==> config.mk <==
export PLATFORM = sky130hd
export DESIGN_NAME = ir_fetch_decode
export DESIGN_NICKNAME = d
export VERILOG_FILES = /design/src/rtl/rv32i_types.sv /design/src/rtl/tomasula_types.sv /design/src/rtl/ir_fetch_decode.sv
export SDC_FILE = /design/constraint.sdc
export NUM_CORES = 1
export LEC_CHECK = 0
export ABC_CLOCK_PERIOD_IN_PS = 9000
export CORE_AREA = 5 5 245 247
export DETAILED_ROUTE_END_ITERATION = 10
export DIE_AREA = 0 0 250 252
export HOLD_SLACK_MARGIN = 0.05
export PLACE_DENSITY = 0.62
export SLEW_MARGIN = 0
export SYNTH_ARGS = -nofsm -noshare
export SYNTH_HDL_FRONTEND = slang
export SYNTH_SLANG_ARGS = --single-unit
==> constraint.sdc <==
create_clock -name clk -period 9 [get_ports clk]
set_input_delay 1.8 -clock clk [delete_from_list [all_inputs] [get_ports clk]]
set_output_delay 1.8 -clock clk [all_outputs]
set_load 0.1 [all_outputs]
==> src/rtl/rv32i_types.sv <==
// RVFI monitor record that travels alongside each decoded instruction.
package rv32i_types;

    typedef struct packed {
        logic        valid;
        logic [63:0] order;
        logic [31:0] inst;
        logic        trap;
        logic [4:0]  rs1_addr;
        logic [4:0]  rs2_addr;
        logic [31:0] rs1_rdata;
        logic [31:0] rs2_rdata;
        logic [4:0]  rd_addr;
        logic [31:0] rd_wdata;
        logic [31:0] pc_rdata;
        logic [31:0] pc_wdata;
        logic [31:0] mem_addr;
        logic [3:0]  mem_rmask;
        logic [3:0]  mem_wmask;
        logic [31:0] mem_rdata;
        logic [31:0] mem_wdata;
    } rvfi_word;

endpackage

==> src/rtl/tomasula_types.sv <==
// Issue-queue control word produced by the fetch/decode front end.
package tomasula_types;

    typedef enum logic [3:0] {
        s_op_invalid,
        s_op_imm,
        s_op_reg,
        s_op_load,
        s_op_store,
        s_op_br,
        s_op_lui,
        s_op_auipc,
        s_op_jal,
        s_op_jalr
    } op_t;

    typedef struct packed {
        op_t         opcode;
        logic [31:0] og_instr;
        logic [31:0] og_pc;
        logic [31:0] pc;
        logic [2:0]  funct3;
        logic        funct7;
        logic [4:0]  src1_reg;
        logic        src1_valid;
        logic [4:0]  src2_reg;
        logic        src2_valid;
        logic [31:0] src2_data;
    } ctl_word;

endpackage

==> src/rtl/ir_fetch_decode.sv <==
// Single-instruction fetch/decode front end: fetches from imem, decodes to a control word
// plus RVFI record, and offers it to the issue queue; owns the fetch PC (JAL and flush steering).
module ir_fetch_decode
    import tomasula_types::*;
    import rv32i_types::*;
#(
    parameter logic [31:0] RESET_PC = 32'h0000_0060
) (
    input  logic        clk,
    input  logic        rst,
    input  logic        flush_ip,
    input  logic [31:0] redirect_pc,
    output logic        imem_read,
    output logic [31:0] imem_address,
    input  logic [31:0] imem_rdata,
    input  logic        imem_resp,
    output logic        ld_iq,
    output ctl_word     control_word,
    output rvfi_word    rvfi,
    input  logic        issue_q_full_n,
    input  logic        ack_i
);

    localparam logic [6:0] OpImm   = 7'b0010011;
    localparam logic [6:0] OpReg   = 7'b0110011;
    localparam logic [6:0] OpLoad  = 7'b0000011;
    localparam logic [6:0] OpStore = 7'b0100011;
    localparam logic [6:0] OpBr    = 7'b1100011;
    localparam logic [6:0] OpLui   = 7'b0110111;
    localparam logic [6:0] OpAuipc = 7'b0010111;
    localparam logic [6:0] OpJal   = 7'b1101111;
    localparam logic [6:0] OpJalr  = 7'b1100111;

    typedef enum logic [1:0] {StFetch, StIssue, StDrain} state_e;

    state_e      state_q, state_d;
    logic [31:0] pc_q, pc_d;
    logic [31:0] drain_addr_q, drain_addr_d;
    ctl_word     cw_q, cw_d, dec_cw;
    rvfi_word    rvfi_q, rvfi_d, dec_rvfi;
    logic        dec_legal;

    // The transfer is qualified by ack_i alone; queue-full is advisory here.
    logic unused_q_full;
    assign unused_q_full = issue_q_full_n;

    logic [6:0]  opc;
    logic [4:0]  rs1, rs2;
    logic [31:0] imm_i, imm_s, imm_b, imm_j, imm_u;

    assign opc   = imem_rdata[6:0];
    assign rs1   = imem_rdata[19:15];
    assign rs2   = imem_rdata[24:20];
    assign imm_i = {{20{imem_rdata[31]}}, imem_rdata[31:20]};
    assign imm_s = {{20{imem_rdata[31]}}, imem_rdata[31:25], imem_rdata[11:7]};
    assign imm_b = {{19{imem_rdata[31]}}, imem_rdata[31], imem_rdata[7], imem_rdata[30:25],
                    imem_rdata[11:8], 1'b0};
    assign imm_j = {{11{imem_rdata[31]}}, imem_rdata[31], imem_rdata[19:12], imem_rdata[20],
                    imem_rdata[30:21], 1'b0};
    assign imm_u = {imem_rdata[31:12], 12'b0};

    always_comb begin
        dec_legal       = 1'b1;
        dec_cw          = '0;
        dec_cw.og_instr = imem_rdata;
        dec_cw.og_pc    = pc_q;
        dec_cw.funct3   = imem_rdata[14:12];
        dec_cw.funct7   = imem_rdata[30];
        dec_cw.pc       = pc_q + 32'd4;
        case (opc)
            OpImm: begin
                dec_cw.opcode     = s_op_imm;
                dec_cw.src1_reg   = rs1;
                dec_cw.src2_valid = 1'b1;
                dec_cw.src2_data  = imm_i;
            end
            OpReg: begin
                dec_cw.opcode   = s_op_reg;
                dec_cw.src1_reg = rs1;
                dec_cw.src2_reg = rs2;
            end
            OpLoad: begin
                dec_cw.opcode     = s_op_load;
                dec_cw.src1_reg   = rs1;
                dec_cw.src2_valid = 1'b1;
                dec_cw.src2_data  = imm_i;
            end
            OpStore: begin
                dec_cw.opcode    = s_op_store;
                dec_cw.src1_reg  = rs1;
                dec_cw.src2_reg  = rs2;
                dec_cw.src2_data = imm_s;
            end
            OpBr: begin
                dec_cw.opcode    = s_op_br;
                dec_cw.src1_reg  = rs1;
                dec_cw.src2_reg  = rs2;
                dec_cw.src2_data = imm_b;
            end
            OpLui, OpAuipc: begin
                dec_cw.opcode     = (opc == OpLui) ? s_op_lui : s_op_auipc;
                dec_cw.src1_valid = 1'b1;
                dec_cw.src2_valid = 1'b1;
                dec_cw.src2_data  = imm_u;
            end
            OpJal: begin
                dec_cw.opcode     = s_op_jal;
                dec_cw.src1_valid = 1'b1;
                dec_cw.src2_valid = 1'b1;
                dec_cw.src2_data  = imm_j;
                dec_cw.pc         = pc_q + imm_j;
            end
            OpJalr: begin
                // Predicted fall-through; the back end flushes on a mispredict.
                dec_cw.opcode     = s_op_jalr;
                dec_cw.src1_reg   = rs1;
                dec_cw.src2_valid = 1'b1;
                dec_cw.src2_data  = imm_i;
            end
            default: dec_legal = 1'b0;
        endcase

        dec_rvfi          = '0;
        dec_rvfi.valid    = 1'b1;
        dec_rvfi.inst     = imem_rdata;
        dec_rvfi.rs1_addr = dec_cw.src1_reg;
        dec_rvfi.rs2_addr = dec_cw.src2_reg;
        dec_rvfi.pc_rdata = pc_q;
        dec_rvfi.pc_wdata = dec_cw.pc;
    end

    always_comb begin
        state_d      = state_q;
        pc_d         = pc_q;
        drain_addr_d = drain_addr_q;
        cw_d         = cw_q;
        rvfi_d       = rvfi_q;
        imem_read    = 1'b0;
        imem_address = {pc_q[31:2], 2'b00};
        ld_iq        = 1'b0;
        case (state_q)
            StFetch: begin
                imem_read = 1'b1;
                if (flush_ip) begin
                    pc_d = redirect_pc;
                    // The cache cannot abort, so wait out the request at its old address.
                    if (!imem_resp) begin
                        state_d      = StDrain;
                        drain_addr_d = imem_address;
                    end
                end else if (imem_resp) begin
                    if (dec_legal) begin
                        cw_d    = dec_cw;
                        rvfi_d  = dec_rvfi;
                        state_d = StIssue;
                    end else begin
                        pc_d = pc_q + 32'd4;
                    end
                end
            end
            StIssue: begin
                ld_iq = ~flush_ip;
                if (flush_ip) begin
                    pc_d    = redirect_pc;
                    state_d = StFetch;
                end else if (ack_i) begin
                    pc_d    = cw_q.pc;
                    state_d = StFetch;
                end
            end
            StDrain: begin
                imem_read    = 1'b1;
                imem_address = drain_addr_q;
                if (flush_ip) begin
                    pc_d = redirect_pc;
                end
                if (imem_resp) begin
                    state_d = StFetch;
                end
            end
            default: state_d = StFetch;
        endcase
    end

    always_ff @(posedge clk or posedge rst) begin
        if (rst) begin
            state_q      <= StFetch;
            pc_q         <= RESET_PC;
            drain_addr_q <= '0;
            cw_q         <= '0;
            rvfi_q       <= '0;
        end else begin
            state_q      <= state_d;
            pc_q         <= pc_d;
            drain_addr_q <= drain_addr_d;
            cw_q         <= cw_d;
            rvfi_q       <= rvfi_d;
        end
    end

    assign control_word = cw_q;
    assign rvfi         = rvfi_q;

endmodule

==> Implementation_results.wiki <==
{| class="wikitable"
! Metric !! Value
|-
| Combined area of all synthesized cells || 0.01471 mm2
|-
| TritonCTS clock tree || built
|-
| Initial cell density of the core || 25.63%
|-
| Setup CP Type || input pin to output port
|-
| Die area || 0.06300 mm2
|-
| HPWL after detailed placement || 40180 um
|-
| Chip width || 250 um
|-
| Total of flip-flops plus latches after synthesis || 208
|-
| Distinct cell type count of the synthesized netlist || 74
|-
| Largest delay contributor family on the critical path || buffers and inverters
|-
| FF-to-FF Start || pc_q[2]
|-
| Layout fillers || 5968
|-
| Worst Clk Skew || 0.02107 ns
|-
| Std cell rows || 88
|-
| Period minus WS final || 5.660 ns
|-
| First-pass GRT wire length || 77870 um
|-
| Iter 0 DRT Violations || 1043
|-
| Synthesized area per cell || 8.442 um2
|-
| Clk_lat worst skew || 0.56 ns
|-
| Start point of the critical path || flush_ip
|-
| Maxcap violations || 0
|-
| Largest area contributor in the synthesized netlist || dfrtp_1
|-
| Number of synthesized flops with an enable pin || 0
|-
| Depth of the most critical reg-to-reg path || 10
|-
| Post-CTS Setup Bufs || 0
|-
| Total area of multi-input combinational cells || 0.007171 mm2
|-
| Worst-path clk slew || 0.06 ns
|-
| Min-delay worst type || register to register
|-
| Fmax || 176.7 MHz
|-
| TritonCTS buffer count || 27
|-
| Worst path slowest cell || clkdlybuf4s50_1
|-
| Cell repeated most along the worst path || clkdlybuf4s50_1
|-
| DRC Markers || 0
|-
| Root buffer cell || clkbuf_16
|-
| Setup repair after global routing missed its margin || no
|-
| Kind of end point of the critical path || output port
|-
| Type of element launching the critical path || input pin
|-
| Proportion of synthesized flip-flops having asynchronous set or reset || 100.0%
|-
| Routability cong. || 0.9014
|-
| Crit path buf inv count || 3
|-
| Endpoints failing setup || 0
|-
| Router iterations before antenna repair || 6
|-
| Cell-by-cell trace of the critical path || clkdlybuf4s50_1, buf_4, nor2_1, clkdlybuf4s50_1
|-
| Quantity of hold-fixing buffers added after cts || 0
|-
| Total negative slack for setup checks || 0 ns
|-
| Clock Sinks || 208
|-
| Critical path data required time || 7.20 ns
|-
| Register-to-register path setup slack || 5.42 ns
|-
| Core outline area || 0.05737 mm2
|-
| Arrival @ worst endpoint || 3.86 ns
|-
| I/O Buffers || 355
|-
| Boundary pin count || 629
|-
| Count of endpoints failing hold in the final timing report || 0
|-
| Ratio of final minimum period to clock period || 62.89%
|-
| CP max stage delay || 1.19 ns
|-
| Top area cells in the synthesized netlist || dfrtp_1 (35%), buf_4 (20%), nand2_1 (7.8%)
|-
| Max-slew violation count || 0
|-
| Remaining max-slew budget at the tightest pin || 25.55%
|-
| Share of synthesized area occupied by flip-flops and latches || 35.41%
|-
| CP Capture Point || ld_iq
|-
| Number of global-route vias before repair || 12040
|-
| Grt ovf || 0
|-
| FF/Latch Area || 0.005207 mm2
|-
| Routed Antenna Nets || 0
|-
| Share of Yosys cell area claimed by the top area cell type || 35.05%
|-
| PostCTS Resize Cnt || 0
|-
| Floorplan die height || 252 um
|-
| Synth Warn # || 0
|-
| CTS H-tree lvls || 1
|-
| CP Depth || 4
|-
| Total routing resource utilization after global routing || 15.71%
|-
| Most frequently used flop master after synthesis || dfrtp_1
|-
| Via count normalized by instance count || 4.531
|-
| Ratio of cells with drive above 1 in the final layout || 6.721%
|-
| Detailed-route wire length || 53140 um
|-
| Post-Syn Instances || 1742
|-
| Worst Max-Slew Pin Slew || 1.111 ns
|-
| Capture instance of the worst register-to-register path || rvfi[135]
|-
| Final net count || 2036
|-
| Number of vias after detailed routing || 12310
|-
| Buffer levels on the longest clock path || 3
|-
| Area added between synthesis and finish || 22.56%
|-
| Largest fanout on the critical path || 37
|-
| Pin count of the biggest net entering global routing || 97
|-
| Antenna violations before repair || 3
|-
| Run status || finished, final reports clean
|-
| DR WL/cell || 19.57 um
|}
[routing by layer]
layer  vias up  track usage (%)  part of all wire (%)
met2       569            26.41                    48
li1       5696                -                     -
met1      5985            20.90                    41
met3        55            3.226                   8.4
met5         -                0                     0
met4         0            3.742                   1.9
[flip-flops by register name (all words and copies together), names as in the netlist]
register and flops:
state_q 2, pc_q 32, control_word 40, drain_addr_q 30, rvfi 104
[final cells by class]
cell class / count / area share [%]
multi-input combinational: 1297 / 39.79
sequential: 208 / 28.89
timing repair buffer: 370 / 20.34
tap: 765 / 5.311
clock buffer: 36 / 4.214
clock inverter: 12 / 0.8400
inverter: 26 / 0.5832
antenna: 2 / 0.02777
[worst min path at each step]
stage / start / end / slack [ns] / cells after the start
after CTS: rvfi[376] / rvfi[376] / 0.48 / 1
after global placement: rvfi[376] / rvfi[376] / 0.45 / 1
after detailed placement: rvfi[376] / rvfi[376] / 0.46 / 1
after global routing: rvfi[280] / rvfi[280] / 0.51 / 1
final: rvfi[376] / rvfi[376] / 0.48 / 1
after floorplan: pc_q[0] / rvfi[136] / 0.44 / 2
[synth_stat cells (8+ instances only)]
| cell | instances |
|---|---|
| and2_1 | 9 |
| o21ai_0 | 112 |
| a21o_1 | 11 |
| inv_1 | 25 |
| mux2i_1 | 9 |
| mux2_2 | 54 |
| ha_1 | 35 |
| a221oi_1 | 12 |
| xnor2_1 | 26 |
| nand3_1 | 26 |
| and4_1 | 8 |
| nor3_1 | 22 |
| and3_1 | 14 |
| buf_4 | 383 |
| clkbuf_1 | 80 |
| nand4_1 | 16 |
| a21oi_1 | 104 |
| a22oi_1 | 16 |
| o211ai_1 | 12 |
| a31oi_1 | 10 |
| xor2_1 | 20 |
| nor2_1 | 76 |
| o21a_1 | 10 |
| a22o_1 | 11 |
| dfrtp_1 | 206 |
| nand2_1 | 307 |
| a222oi_1 | 9 |
| buf_2 | 13 |
[cell families (layout without fill, tap and decap cells)]
| family | Yosys count | count (layout) | synth area share [%] |
|---|---|---|---|
| other cells | 1 | 274 | 0.02550 |
| flops | 208 | 208 | 35.41 |
| simple gates | 510 | 510 | 15.20 |
| fa+ha+maj | 36 | 36 | 3.114 |
| xor+xnor | 47 | 47 | 2.850 |
| compound gates | 369 | 369 | 15.74 |
| buf+inv | 508 | 444 | 22.91 |
| mux | 63 | 63 | 4.748 |
[cell usage in the layout, fill, tap and decap left out, types with 6 or more instances in the layout]
| cell | count |
|---|---|
| xor2_1 | 20 |
| o31ai_1 | 6 |
| clkbuf_16 | 27 |
| a21o_1 | 11 |
| nand3_1 | 26 |
| and3_1 | 14 |
| mux2i_1 | 9 |
| o22ai_1 | 7 |
| conb_1 | 272 |
| and2_1 | 9 |
| a211oi_1 | 6 |
| a221oi_1 | 12 |
| nor3_1 | 21 |
| nor2b_1 | 6 |
| xnor2_1 | 26 |
| dfrtp_1 | 206 |
| o211ai_1 | 12 |
| a22oi_1 | 16 |
| mux2_2 | 54 |
| nor2_1 | 76 |
| a222oi_1 | 9 |
| inv_1 | 24 |
| ha_1 | 34 |
| a21oi_1 | 104 |
| nand2_1 | 306 |
| buf_4 | 15 |
| a31oi_1 | 10 |
| o21a_1 | 10 |
| o21ai_0 | 111 |
| nand4_1 | 16 |
| clkdlybuf4s50_1 | 355 |
| and4_1 | 8 |
| a22o_1 | 11 |
[metrics by stage]
| step | hold slack, ns | setup WS, ns | cell area, um2 | cells | util (%) |
|---|---|---|---|---|---|
| after global routing | 0.5091 | 3.267 | 18020 | 2714 | 31.41 |
| after floorplan | 0.4394 | 1.522 | 15720 | 2013 | - |
| after detailed placement | 0.4632 | 3.210 | 17110 | 2666 | 29.82 |
| after global placement | 0.4535 | 3.290 | 17110 | 2666 | 29.82 |
| final | 0.4771 | 3.340 | 18020 | 2716 | 31.42 |
| after CTS | 0.4776 | 3.320 | 18020 | 2714 | 31.41 |
Power is not shown: default switching activity piles up to over one toggle a cycle in this logic, so the estimate is an artifact.
